## src/rtl/ibex_rf_arb_pkg.sv

```systemverilog
// Shared types for the register-file write arbiter: FSM states, grant sources and the write record.
package ibex_rf_arb_pkg;

  typedef enum logic {ARB_CLEAR, ARB_RUN} arb_state_e;

  typedef enum logic [1:0] {GNT_NONE, GNT_WB, GNT_LSU, GNT_CLR} gnt_src_e;

  localparam int unsigned RfAddrW = 5;
  localparam int unsigned RfDataW = 32;

  typedef struct packed {
    logic [RfAddrW-1:0] addr;
    logic [RfDataW-1:0] data;
  } rf_wr_t;

  // Upper half of the file does not exist on RV32E
  function automatic logic rf_addr_illegal(input bit rv32e, input logic [RfAddrW-1:0] addr);
    return rv32e && addr[4];
  endfunction

endpackage

```

## src/rtl/ibex_rf_arb_skid.sv

```systemverilog
// One-entry LSU write buffer with a saturating count of cycles spent losing arbitration.
module ibex_rf_arb_skid import ibex_rf_arb_pkg::*; #(
  parameter int unsigned MaxLsuWait = 3,
  parameter type         entry_t    = rf_wr_t
) (
  input  logic   clk_i,
  input  logic   rst_ni,
  input  logic   capture,
  input  entry_t cap_entry,
  input  logic   grant,
  input  logic   discard,
  output logic   buf_valid,
  output entry_t buf_entry,
  output logic   age_max
);

  localparam int unsigned AgeW = $clog2(MaxLsuWait + 1);

  logic            valid_q;
  entry_t          entry_q;
  logic [AgeW-1:0] age_q;

  always_ff @(posedge clk_i or negedge rst_ni) begin
    if (!rst_ni) begin
      valid_q <= 1'b0;
      entry_q <= '0;
      age_q   <= '0;
    end else if (capture) begin
      valid_q <= 1'b1;
      entry_q <= cap_entry;
      age_q   <= '0;
    end else if (grant || discard) begin
      valid_q <= 1'b0;
      age_q   <= '0;
    end else if (valid_q && !age_max) begin
      age_q   <= age_q + AgeW'(1);
    end
  end

  assign buf_valid = valid_q;
  assign buf_entry = entry_q;
  assign age_max   = valid_q && (age_q == AgeW'(MaxLsuWait));

endmodule

```

## src/rtl/ibex_rf_write_arbiter.sv

```systemverilog
// Arbitrates the single RF write port between WB and buffered LSU responses.
// Optional post-reset clear sweep when RF_ARB_CLEAR_EN is defined.
module ibex_rf_write_arbiter import ibex_rf_arb_pkg::*; #(
  parameter bit                    RV32E       = 1'b0,
  parameter int unsigned           DataWidth   = 32,
  parameter int unsigned           MaxLsuWait  = 3,
  parameter logic [DataWidth-1:0]  WordZeroVal = '0
) (
  input  logic                 clk_i,
  input  logic                 rst_ni,
  input  logic                 wb_valid_i,
  input  logic [4:0]           wb_addr_i,
  input  logic [DataWidth-1:0] wb_data_i,
  output logic                 wb_ready_o,
  input  logic                 lsu_valid_i,
  input  logic [4:0]           lsu_addr_i,
  input  logic [DataWidth-1:0] lsu_data_i,
  output logic                 lsu_ready_o,
  output logic [4:0]           waddr_a_o,
  output logic [DataWidth-1:0] wdata_a_o,
  output logic                 we_a_o,
  output logic                 init_done_o,
  output logic                 addr_err_o
);

  typedef struct packed {
    logic [4:0]           addr;
    logic [DataWidth-1:0] data;
  } wr_t;

  arb_state_e state_q;
  logic       in_clear;
  logic [4:0] clr_addr;

`ifdef RF_ARB_CLEAR_EN
  localparam logic [4:0] ClrLast = RV32E ? 5'd15 : 5'd31;

  arb_state_e state_d;
  logic [4:0] clr_cnt_q;

  always_ff @(posedge clk_i or negedge rst_ni) begin
    if (!rst_ni) begin
      state_q   <= ARB_CLEAR;
      clr_cnt_q <= 5'd1;
    end else begin
      state_q <= state_d;
      if (state_q == ARB_CLEAR) clr_cnt_q <= clr_cnt_q + 5'd1;
    end
  end

  always_comb begin
    state_d = state_q;
    if (state_q == ARB_CLEAR && clr_cnt_q == ClrLast) state_d = ARB_RUN;
  end

  assign clr_addr = clr_cnt_q;
`else
  assign state_q  = ARB_RUN;
  assign clr_addr = 5'd0;
`endif

  assign in_clear = (state_q == ARB_CLEAR);

  logic     init_done_q;
  logic     buf_valid, age_max;
  wr_t      buf_entry;
  logic     wb_acc, gnt_lsu, capture, discard;
  gnt_src_e gnt_src;
  wr_t      wr_sel;
  logic     illegal, we_d, err_d;

  // A starved buffer entry takes the port and stalls WB for that cycle
  assign wb_ready_o  = init_done_q && !age_max;
  assign lsu_ready_o = init_done_q && !buf_valid;
  assign wb_acc      = wb_valid_i && wb_ready_o;
  assign gnt_lsu     = init_done_q && buf_valid && (age_max || !wb_valid_i);
  assign capture     = lsu_valid_i && lsu_ready_o;
  // WB is younger in program order, so a pending load to the same register is stale
  assign discard     = wb_acc && buf_valid && (buf_entry.addr == wb_addr_i);

  ibex_rf_arb_skid #(
    .MaxLsuWait (MaxLsuWait),
    .entry_t    (wr_t)
  ) u_skid (
    .clk_i     (clk_i),
    .rst_ni    (rst_ni),
    .capture   (capture),
    .cap_entry ('{addr: lsu_addr_i, data: lsu_data_i}),
    .grant     (gnt_lsu),
    .discard   (discard),
    .buf_valid (buf_valid),
    .buf_entry (buf_entry),
    .age_max   (age_max)
  );

  always_comb begin
    gnt_src = GNT_NONE;
    wr_sel  = '0;
    if (in_clear) begin
      gnt_src     = GNT_CLR;
      wr_sel.addr = clr_addr;
      wr_sel.data = WordZeroVal;
    end else if (wb_acc) begin
      gnt_src     = GNT_WB;
      wr_sel.addr = wb_addr_i;
      wr_sel.data = wb_data_i;
    end else if (gnt_lsu) begin
      gnt_src     = GNT_LSU;
      wr_sel      = buf_entry;
    end
  end

  assign illegal = rf_addr_illegal(RV32E, wr_sel.addr);
  assign we_d    = (gnt_src != GNT_NONE) && (wr_sel.addr != 5'd0) && !illegal;
  assign err_d   = (gnt_src == GNT_WB || gnt_src == GNT_LSU) && illegal;

  always_ff @(posedge clk_i or negedge rst_ni) begin
    if (!rst_ni) begin
      waddr_a_o   <= '0;
      wdata_a_o   <= '0;
      we_a_o      <= 1'b0;
      addr_err_o  <= 1'b0;
      init_done_q <= 1'b0;
    end else begin
      we_a_o      <= we_d;
      addr_err_o  <= err_d;
      init_done_q <= !in_clear;
      if (gnt_src != GNT_NONE) begin
        waddr_a_o <= wr_sel.addr;
        wdata_a_o <= wr_sel.data;
      end
    end
  end

  assign init_done_o = init_done_q;

endmodule

```

## config.mk

```make
export PLATFORM = sky130hd
export DESIGN_NAME = ibex_rf_write_arbiter
export DESIGN_NICKNAME = d
export VERILOG_FILES = /design/src/rtl/ibex_rf_arb_pkg.sv /design/src/rtl/ibex_rf_arb_skid.sv /design/src/rtl/ibex_rf_write_arbiter.sv
export SDC_FILE = /design/constraint.sdc
export NUM_CORES = 1
export LEC_CHECK = 0
export BUFFER_PORTS_ARGS = -buffer_cell sky130_fd_sc_hd__buf_4
export CAP_MARGIN = 20
export CORE_UTILIZATION = 54
export CTS_CLUSTER_SIZE = 16
export DETAILED_ROUTE_END_ITERATION = 8
export PLACE_DENSITY = 0.9
export SYNTH_ARGS = -nofsm -noshare
export SYNTH_HDL_FRONTEND = slang
export SYNTH_SLANG_ARGS = --single-unit
export TNS_END_PERCENT = 5
```

## constraint.sdc

```tcl
create_clock -name clk_i -period 4.8 [get_ports clk_i]
set_input_delay 0.48 -clock clk_i [delete_from_list [all_inputs] [get_ports clk_i]]
set_output_delay 0.48 -clock clk_i [all_outputs]
set_load 0.005 [all_outputs]
```

==> results.ini, run 1 <==
[floorplan]
full_die_area_um2=6920
floorplan.rows=29
boundaryPins=120
floorplan.core_area_um2=6350
floorplan.initialDensity=0.561
floorplan.die.width_um=83.2
floorplan.die.height_um=83.2

[finish]
final-instance-count-excl-fill=474
area.growth.synth_to_final_pct=31.3
fin_util=0.736
filler_cells=427
most-common-layout-cells=sky130_fd_sc_hd__buf_4, sky130_fd_sc_hd__dfrtp_1, sky130_fd_sc_hd__nand2_1
regArea_um2=1980
mostFrequentLayoutCell=sky130_fd_sc_hd__buf_4
antenna-diode-count=0
multi_input_comb_area_um2=1430
final_nets=471
drive_above_1_share=0.491

[routing]
wl_per_cell_um=16.5
viasPerCell=5.38
routed_wl_um=7830
remaining_drc_errors=0
via_count=2549
iteration_0_drc_markers=135
route.antenna.remaining_nets=0
detailedRoute.firstPassIterationCount=5

[cts]
clock_tree.htree_level_count=3
cts_num_sinks=79
cts_setup_buffers=0
cts.repair.resized=0
worst_skew_pair.late_latency_ns=0.33
cts.clk_slew.worst_paths_ns=0.08
root_buffer=sky130_fd_sc_hd__clkbuf_8
cts_made_buffers=9
clock_tree_from_tritoncts=done
hold_buffer_count_at_cts=0
max-clock-path-buffers=2

[logic_synthesis]
synth_nets=358
syn-mean-instance-area_um2=12.8
mappedNetlistArea_um2=3560
synthesis.yosys.warnings=0
synth-seq-area-share=0.555
synth_cell_types=31
syn_inst=279
postSynthRegisterBits=79

[placement]
number_of_placed_instances_with_taps_included=456
hpwlAfterDp_um=4990
gp_weighted_congestion=0.829
buffer_ports.inserted=118

[sta]
finalHoldViolations=0
max_slew.worst_pin.slew_ns=1.05
setup_violations=0
drv_slew=0
final.setup.tns_ns=0
max_clock_freq_mhz=541
period_share=0.385
hold_ws_ns=0.350
worst_slew_margin_rel=0.299
rsz_0062_raised_after_global_routing=no
clock_skew_ns=0.00975
final.min_clock_period_ns=1.85

[power_and_ir_drop]
power-per-cell-area_nw_per_um2=563
totalPowerFinal_uw=2630
irDropWorstVdd_uv=363
power.static_leakage_uw=0.00239

[grt]
wire_length_of_the_first_global_routing_pass_um=12600
global_route.usage.total=0.230
antenna_found_initial=0
via_count_of_the_first_global_routing_pass=2628
grt_max_degree=80
gr-total-overflow=0

[worst_setup_path]
critical_path_required_ns=5.01
critPathLaunchType=flip-flop
cp-end-kind=flip-flop
path_max_fanout=37
setup.worst_path.class=reg2reg
timing.critical_path.arrival_ns=2.06

[outcome]
run_status=complete, no violations

[job]
max-cap-violations=0

[min_path]
holdCritPathClass=in2reg

[registers in the layout, indices dropped and copies added (netlist names)]
signal,count
we_a_o,1
wdata_a_o,32
u_skid.buf_entry,37
waddr_a_o,5
u_skid.age_q,2
u_skid.buf_valid,1
init_done_o,1
[metal layers]
metal	GRT usage	vias to the layer above	part of all wire	wire length, µm
met5	0	-	0	0
met4	0.0862	0	0.015	115
met1	0.314	1262	0.43	3360
met2	0.364	91	0.50	3950
li1	-	1184	-	-
met3	0.0487	12	0.052	409
[worst max-delay path, cell delays in order (launching register included)]
cell and delay (ns):
sky130_fd_sc_hd__dfrtp_1 0.50, sky130_fd_sc_hd__nand3b_4 0.69, sky130_fd_sc_hd__mux2_4 0.52
[final timing paths]
path	start	endpoint	slack [ns]	cells after the start
hold / removal	wb_data_i[29]	wdata_a_o[29]	0.35	3
setup / recovery	u_skid.buf_valid	u_skid.buf_entry[18]	2.95	2
max in group asynchronous	rst_ni	u_skid.buf_entry[11]	3.74	3
setup reg to reg	u_skid.buf_valid	u_skid.buf_entry[18]	2.95	2
hold reg to reg	wdata_a_o[16]	wdata_a_o[16]	0.48	2
min in group asynchronous	rst_ni	wdata_a_o[30]	0.50	2
[power breakdown]
group | internal (µW) | switching (µW)
clock | 360 | 241
combinational | 539 | 318
sequential | 962 | 210
[cell usage after synthesis (all sizes together)]
| cell | number | area share |
|---|---|---|
| dfrtp | 79 | 0.56 |
| nand2 | 75 | 0.079 |
| a22oi | 37 | 0.10 |
| mux2 | 37 | 0.15 |
| buf | 18 | 0.045 |
| xnor2 | 6 | 0.015 |
| nor3 | 4 | 0.0056 |
| o21ai | 4 | 0.0067 |
| conb | 2 | 0.0021 |
| nor2b | 2 | 0.0035 |
| or4 | 2 | 0.0042 |
| a21boi | 1 | 0.0032 |
| a21oi | 1 | 0.0014 |
| a31oi | 1 | 0.0018 |
| and2 | 1 | 0.0025 |
| and3 | 1 | 0.0032 |
| ha | 1 | 0.0035 |
| inv | 1 | 0.0011 |
| mux2i | 1 | 0.0028 |
| nand2b | 1 | 0.0018 |
| nand3 | 1 | 0.0014 |
| nand3b | 1 | 0.0056 |
| nand4 | 1 | 0.0018 |
| nor2 | 1 | 0.0011 |
[final cells by class]
cell class	count	share of cell area
clock inverters	5	0.0225
repair buffers	120	0.197
well taps	77	0.0206
flip-flops and latches	79	0.423
inverters	1	0.000803
clock buffers	11	0.0302
multi-input cells	181	0.306
[stage by stage]
| stage | worst slack, ns | instance area (µm²) |
|---|---|---|
| floorplan | 3.25 | 3560 |
| global placement | 3.05 | 4390 |
| detailed placement | 2.97 | 4390 |
| CTS | 2.96 | 4640 |
| global route | 2.88 | 4680 |
| finish | 2.95 | 4680 |
[cell families (layout without fill, tap and decap cells)]
logic type,after synthesis,count (layout),synth area share
AOI/OAI and AO/OA,44,44,0.118
xor gates and xnor gates,6,6,0.0148
adders and majority gates,1,1,0.00351
buffers and inverters,19,137,0.0457
DFF,79,79,0.555
muxes,38,38,0.151
other,2,2,0.00211
and+or+nand+nor,90,90,0.110
Power figures use the tool's default switching activity.
==> run 2: changes to the inputs <==
CORE_UTILIZATION = 50   (was 54)
PLACE_DENSITY = 0.84   (was 0.9)
clock period = 1.85 ns   (was 4.8 ns; I/O delays follow)
==> run 2 against run 1 <==
  * Sequential power grew to 2.6 times the previous value
  * Final cell count grew 5.3%
  * Register-to-register slack lost 2.8 ns
  * Via count grew 2.7%
  * Largest power group unchanged
  * Sequential share of layout area shrank 0.88 points
  * Non-clock buffer count grew 6
==> results.ini, run 2 (synthesis results as in run 1) <==
[finish]
most-common-layout-cells=sky130_fd_sc_hd__buf_4, sky130_fd_sc_hd__dfrtp_1, sky130_fd_sc_hd__nand2_1
antenna-diode-count=0  ; unchanged
area.growth.synth_to_final_pct=34.1
final_nets=477  ; +1.3%
drive_above_1_share=0.501  ; +0.0101
filler_cells=517  ; +21%
largest_reg_flops=37  ; unchanged
mostFrequentLayoutCell=sky130_fd_sc_hd__buf_4

[worst_setup_path]
worstReg2RegEnd=waddr_a_o[4]
timing.critical_path.arrival_ns=1.98  ; -0.08 ns
worstRegToRegCells=5  ; +3
cp-end-kind=flip-flop
critPathLaunchType=flip-flop
critical_path.reg2reg.startpoint=u_skid.age_q[0]
r2r_setup_slack_ns=0.15  ; -2.80 ns
setup.worst_path.class=reg2reg
critical_path_required_ns=2.13  ; -2.88 ns
path_max_fanout=39  ; +5.4%

[cts]
clock_tree.htree_level_count=3  ; unchanged
clock_tree_from_tritoncts=done
root_buffer=sky130_fd_sc_hd__clkbuf_8
cts.clk_slew.worst_paths_ns=0.09  ; about the same
worst_skew_pair.late_latency_ns=0.35  ; +0.02 ns
max-clock-path-buffers=2  ; unchanged
cts_made_buffers=9  ; unchanged
cts_num_sinks=79  ; unchanged
cts.repair.resized=0  ; unchanged

[placement]
hpwlAfterDp_um=5440  ; +9.1%
buffer_ports.inserted=118  ; unchanged
gp_weighted_congestion=0.862  ; +4.0%
preCtsSetupSlack_ns=0.148  ; -2.82 ns

[floorplan]
boundaryPins=120  ; unchanged
floorplan.core_area_um2=6830  ; +7.6%
floorplan.initialDensity=0.521  ; -0.0395
floorplan.rows=30  ; +3.4%
full_die_area_um2=7460  ; +7.8%
floorplan.die.width_um=86.4  ; +3.8%
floorplan.die.height_um=86.4  ; +3.8%

[sta]
finalHoldViolations=0  ; unchanged
period_share=0.918  ; +0.533
setup_violations=0  ; unchanged
hold_ws_ns=0.0382  ; -0.312 ns
max_slew.worst_pin.slew_ns=0.568  ; -0.479 ns
clock_skew_ns=0.00931  ; -0.000440 ns
rsz_0062_raised_after_global_routing=no
drv_slew=0  ; unchanged
worst_slew_margin_rel=0.621  ; +0.322
fin_ws_ns=0.152  ; -2.80 ns
final.min_clock_period_ns=1.70  ; -0.149 ns
max_clock_freq_mhz=589  ; +8.8%
final.setup.tns_ns=0  ; unchanged

[outcome]
run_status=complete, no violations

[job]
max-cap-violations=0  ; unchanged

[power_and_ir_drop]
p_clk_frac=0.208  ; -0.020
switching_share=0.302  ; +0.00949
power.share.sequential=0.448  ; +0.002
internal-power_uw=4710  ; +150%
share_comb_of_total_power=0.344  ; +0.018
irDropWorstVdd_uv=691  ; +90%
p_sw_uw=2040  ; +160%
power.static_leakage_uw=0.00242  ; +1.6%
power-per-cell-area_nw_per_um2=1410  ; +150%

[grt]
via_count_of_the_first_global_routing_pass=2693  ; +2.5%
global_route.usage.total=0.232  ; +0.00173
grt_max_degree=42  ; -48%
wire_length_of_the_first_global_routing_pass_um=13000  ; +3.1%
gr-total-overflow=0  ; unchanged
antenna_found_initial=0  ; unchanged

[min_path]
worstHoldStart=wb_data_i[24]
holdCritPathClass=in2reg
hold-path-endpoint=wdata_a_o[24]
hold_path_depth=3  ; unchanged

[routing]
iteration_0_drc_markers=131  ; -3.0%
remaining_drc_errors=0  ; unchanged
detailedRoute.firstPassIterationCount=4  ; -1
via_count=2617  ; +2.7%
routed_wl_um=8020  ; +2.3%
viasPerCell=5.24  ; -2.5%
route.antenna.remaining_nets=0  ; unchanged
wl_per_cell_um=16.1  ; -2.8%

## run 2: worst max path at each step
stage                               start             to  slack, ns  cells past startpoint
after detailed placement  u_skid.age_q[0]   waddr_a_o[4]       0.15                      5
after floorplan           u_skid.age_q[0]   waddr_a_o[0]       0.30                      7
after global routing      u_skid.age_q[0]  wdata_a_o[14]       0.05                      5
after CTS                 u_skid.age_q[0]   waddr_a_o[4]       0.13                      5
final                     u_skid.age_q[0]   waddr_a_o[4]       0.15                      5
after global placement    u_skid.age_q[0]  wdata_a_o[10]       0.25                      5
## run 2: timing repair
action	CTS	global route
hold buffers	1	0
setup buffers	0	0
endpoints found under the hold margin	40	0
## run 2: stage by stage
step	total power [µW]	cells	cell area, µm²	utilization
2_1_floorplan	4340	279	3560	-
3_3_place_gp	5250	482	4540	0.665
3_5_place_dp	5370	482	4540	0.665
4_1_cts	6800	499	4770	0.699
5_1_grt	7180	499	4770	0.699
6_report	6750	499	4770	0.699
## run 2: per-layer routing
metal / routed length, µm / track usage / share of wire / vias to the layer above
met2: 3960 / 0.364 / 0.49 / 103
li1: - / - / - / 1200
met5: 0 / 0 / 0 / -
met3: 468 / 0.0514 / 0.058 / 10
met4: 104 / 0.0955 / 0.013 / 0
met1: 3490 / 0.313 / 0.43 / 1304
## run 2: power groups by stage
stage | clock [µW] | sequential [µW] | combinational (µW)
6_report | 1410 | 3020 | 2320
2_1_floorplan | 0 | 2950 | 1390
3_5_place_dp | 0 | 3050 | 2330
3_3_place_gp | 0 | 3010 | 2240
5_1_grt | 1540 | 3120 | 2520
4_1_cts | 1430 | 3020 | 2350
## run 2: cell type report
cell class	instances	area, µm²	share of cell area
flip-flops and latches	79	1980	0.414
well taps	96	120	0.0252
inverters	1	3.75	0.000786
repair buffers	126	1020	0.214
clock buffers	9	124	0.0259
clock inverters	7	97.6	0.0204
multi-input cells	181	1430	0.299
## run 2: worst max-delay path, stage by stage (launching register included)
cell and delay (ns):
sky130_fd_sc_hd__dfrtp_1 0.37, sky130_fd_sc_hd__ha_1 0.23, sky130_fd_sc_hd__nand2b_1 0.15, sky130_fd_sc_hd__and3_4 0.58, sky130_fd_sc_hd__a22oi_1 0.20, sky130_fd_sc_hd__nand2_1 0.10
==> run 3: changes to the inputs <==
==> constraint.sdc (replaced) <==
create_clock -name clk_i -period 1.85 [get_ports clk_i]
set_input_delay 0.0925 -clock clk_i [delete_from_list [all_inputs] [get_ports clk_i]]
set_output_delay 0.0925 -clock clk_i [all_outputs]
set_load 0.005 [all_outputs]
==> run 3 against run 2 <==
  * Hold slack lost 0.011 ns
  * Total power grew 3.8%
  * Critical path depth did not move
  * Sequential share of layout area down 5.5 points
  * First-iteration DRC count up 95%
  * Critical path type unchanged
  * Critical endpoint is now wdata_a_o[7]
==> results.ini, run 3 (synthesis results as in run 1) <==
[worst_setup_path]
worstRegToRegCells=5  ; unchanged
worstSetupPathDepth=5  ; unchanged
critical_path.top_delay_family=simple AND/OR/NAND/NOR gates
crit_chain=ha_1 > nand2b_1 > and3_4 > a22oi_1 > nand2_1
critical_path_required_ns=2.14  ; about the same
setup.worst_path.class=reg2reg
library_cell_contributing_the_largest_single_delay_on_the_critical_path=sky130_fd_sc_hd__and3_4
critPathLaunchType=flip-flop
cp-end-kind=flip-flop
path_max_fanout=39  ; unchanged
crit_path_max_incr_delay_ns=0.58  ; about the same
cp.buffers_inverters=0  ; unchanged
timing.critical_path.arrival_ns=2.03  ; +0.05 ns

[finish]
regArea_um2=1980  ; unchanged
fin_util=0.806  ; +0.107
largest_reg_flops=37  ; unchanged
most-common-layout-cells=sky130_fd_sc_hd__buf_4, sky130_fd_sc_hd__dfrtp_1, sky130_fd_sc_hd__nand2_1
drive_above_1_share=0.424  ; -0.0769
filler_cells=389  ; -25%
antenna-diode-count=0  ; unchanged
multi_input_comb_area_um2=1430  ; unchanged
final_nets=550  ; +15%
finish.instance_area_um2=5510  ; +15%
area.growth.synth_to_final_pct=54.6
mostFrequentLayoutCell=sky130_fd_sc_hd__buf_4

[sta]
worst_slew_margin_rel=0.610  ; -0.0108
fin_ws_ns=0.113  ; -0.0396 ns
max_clock_freq_mhz=576  ; -2.3%
period_share=0.939  ; +0.0214
finalHoldViolations=0  ; unchanged
final.setup.tns_ns=0  ; unchanged
setup_violations=0  ; unchanged
final.min_clock_period_ns=1.74  ; +0.0396 ns
clock_skew_ns=0.00978  ; +0.000468 ns
rsz_0062_raised_after_global_routing=no
drv_slew=0  ; unchanged
max_slew.worst_pin.slew_ns=0.584  ; +0.0162 ns

[grt]
via_count_of_the_first_global_routing_pass=3305  ; +23%
antenna_found_initial=0  ; unchanged
global_route.usage.total=0.290  ; +0.0583
gr-total-overflow=0  ; unchanged
grt_max_degree=42  ; unchanged
wire_length_of_the_first_global_routing_pass_um=16200  ; +24%

[routing]
routed_wl_um=10100  ; +26%
wl_per_cell_um=17.7  ; +10%
route.antenna.remaining_nets=0  ; unchanged
remaining_drc_errors=0  ; unchanged
via_count=2969  ; +13%
viasPerCell=5.19  ; -1.0%
detailedRoute.firstPassIterationCount=4  ; unchanged
iteration_0_drc_markers=255  ; +95%

[cts]
cts_num_sinks=79  ; unchanged
clock_tree_from_tritoncts=done
worst_skew_pair.late_latency_ns=0.36  ; about the same
cts_setup_buffers=0  ; unchanged
cts.repair.resized=0  ; unchanged
max-clock-path-buffers=2  ; unchanged
clock_tree.htree_level_count=3  ; unchanged
root_buffer=sky130_fd_sc_hd__clkbuf_8
hold_buffer_count_at_cts=74  ; +73
cts_made_buffers=9  ; unchanged
cts.clk_slew.worst_paths_ns=0.08  ; about the same

[placement]
preCtsSetupSlack_ns=0.148  ; unchanged
buffer_ports.inserted=118  ; unchanged
gp_weighted_congestion=0.862  ; unchanged
detailed_place.area_um2=4540  ; unchanged
hpwlAfterDp_um=5440  ; unchanged

[floorplan]
boundaryPins=120  ; unchanged
floorplan.core_area_um2=6830  ; unchanged
floorplan.initialDensity=0.521  ; unchanged
floorplan.die.width_um=86.4  ; unchanged
floorplan.die.height_um=86.4  ; unchanged
full_die_area_um2=7460  ; unchanged
floorplan.rows=30  ; unchanged

[power_and_ir_drop]
totalPowerFinal_uw=7000  ; +3.8%
irDropWorstVdd_uv=677  ; -2.0%
power.static_leakage_uw=0.00273  ; +13%
power-per-cell-area_nw_per_um2=1270  ; -10%

[min_path]
hold_path_depth=3  ; unchanged
holdCritPathClass=in2reg

[outcome]
run_status=complete, no violations

[job]
max-cap-violations=0  ; unchanged

-- run 3: cell type report --
type	count	share of cell area
Clock inverter	7	0.0177
Inverter	1	0.000682
Clock buffer	9	0.0225
Sequential cell	79	0.359
Timing Repair Buffer	199	0.319
Tap cell	96	0.0218
Multi-Input combinational cell	181	0.260
-- run 3: per-layer routing --
layer,track usage,part of all wire,vias up
met5,0,0,-
met4,0.158,0.040,0
met3,0.0638,0.046,38
met2,0.503,0.54,131
met1,0.336,0.37,1457
li1,-,-,1343
-- run 3: where the power goes --
| part | total [µW] | internal (µW) | leakage (µW) | switching (µW) |
|---|---|---|---|---|
| sequential | 3060 | 2500 | 0.000955 | 561 |
| combinational | 2510 | 1560 | 0.00167 | 957 |
| clock | 1430 | 761 | 0.000105 | 672 |
| total | 7000 | 4820 | 0.00273 | 2190 |
-- run 3: final timing paths --
check,endpoint,slack (ns),start
worst max-delay path,wdata_a_o[7],0.11,u_skid.age_q[1]
worst min-delay path,waddr_a_o[4],0.03,wb_addr_i[4]
worst max register to register,wdata_a_o[7],0.11,u_skid.age_q[1]
worst min register to register,wdata_a_o[9],0.48,wdata_a_o[9]
max in group asynchronous,wdata_a_o[23],1.00,rst_ni
min in group asynchronous,u_skid.buf_entry[27],0.26,rst_ni
-- run 3: per-stage QoR --
step                hold slack (ns)  cells
detailed placement            0.110    482
CTS                          0.0211    572
finish                       0.0272    572
global route                 0.0106    572
floorplan                    -0.203    279
global placement              0.106    482
-- run 3: worst min-delay path, stage by stage --
cell and delay (ns):
sky130_fd_sc_hd__buf_4 0.10, sky130_fd_sc_hd__a22oi_1 0.08, sky130_fd_sc_hd__nand2_1 0.07
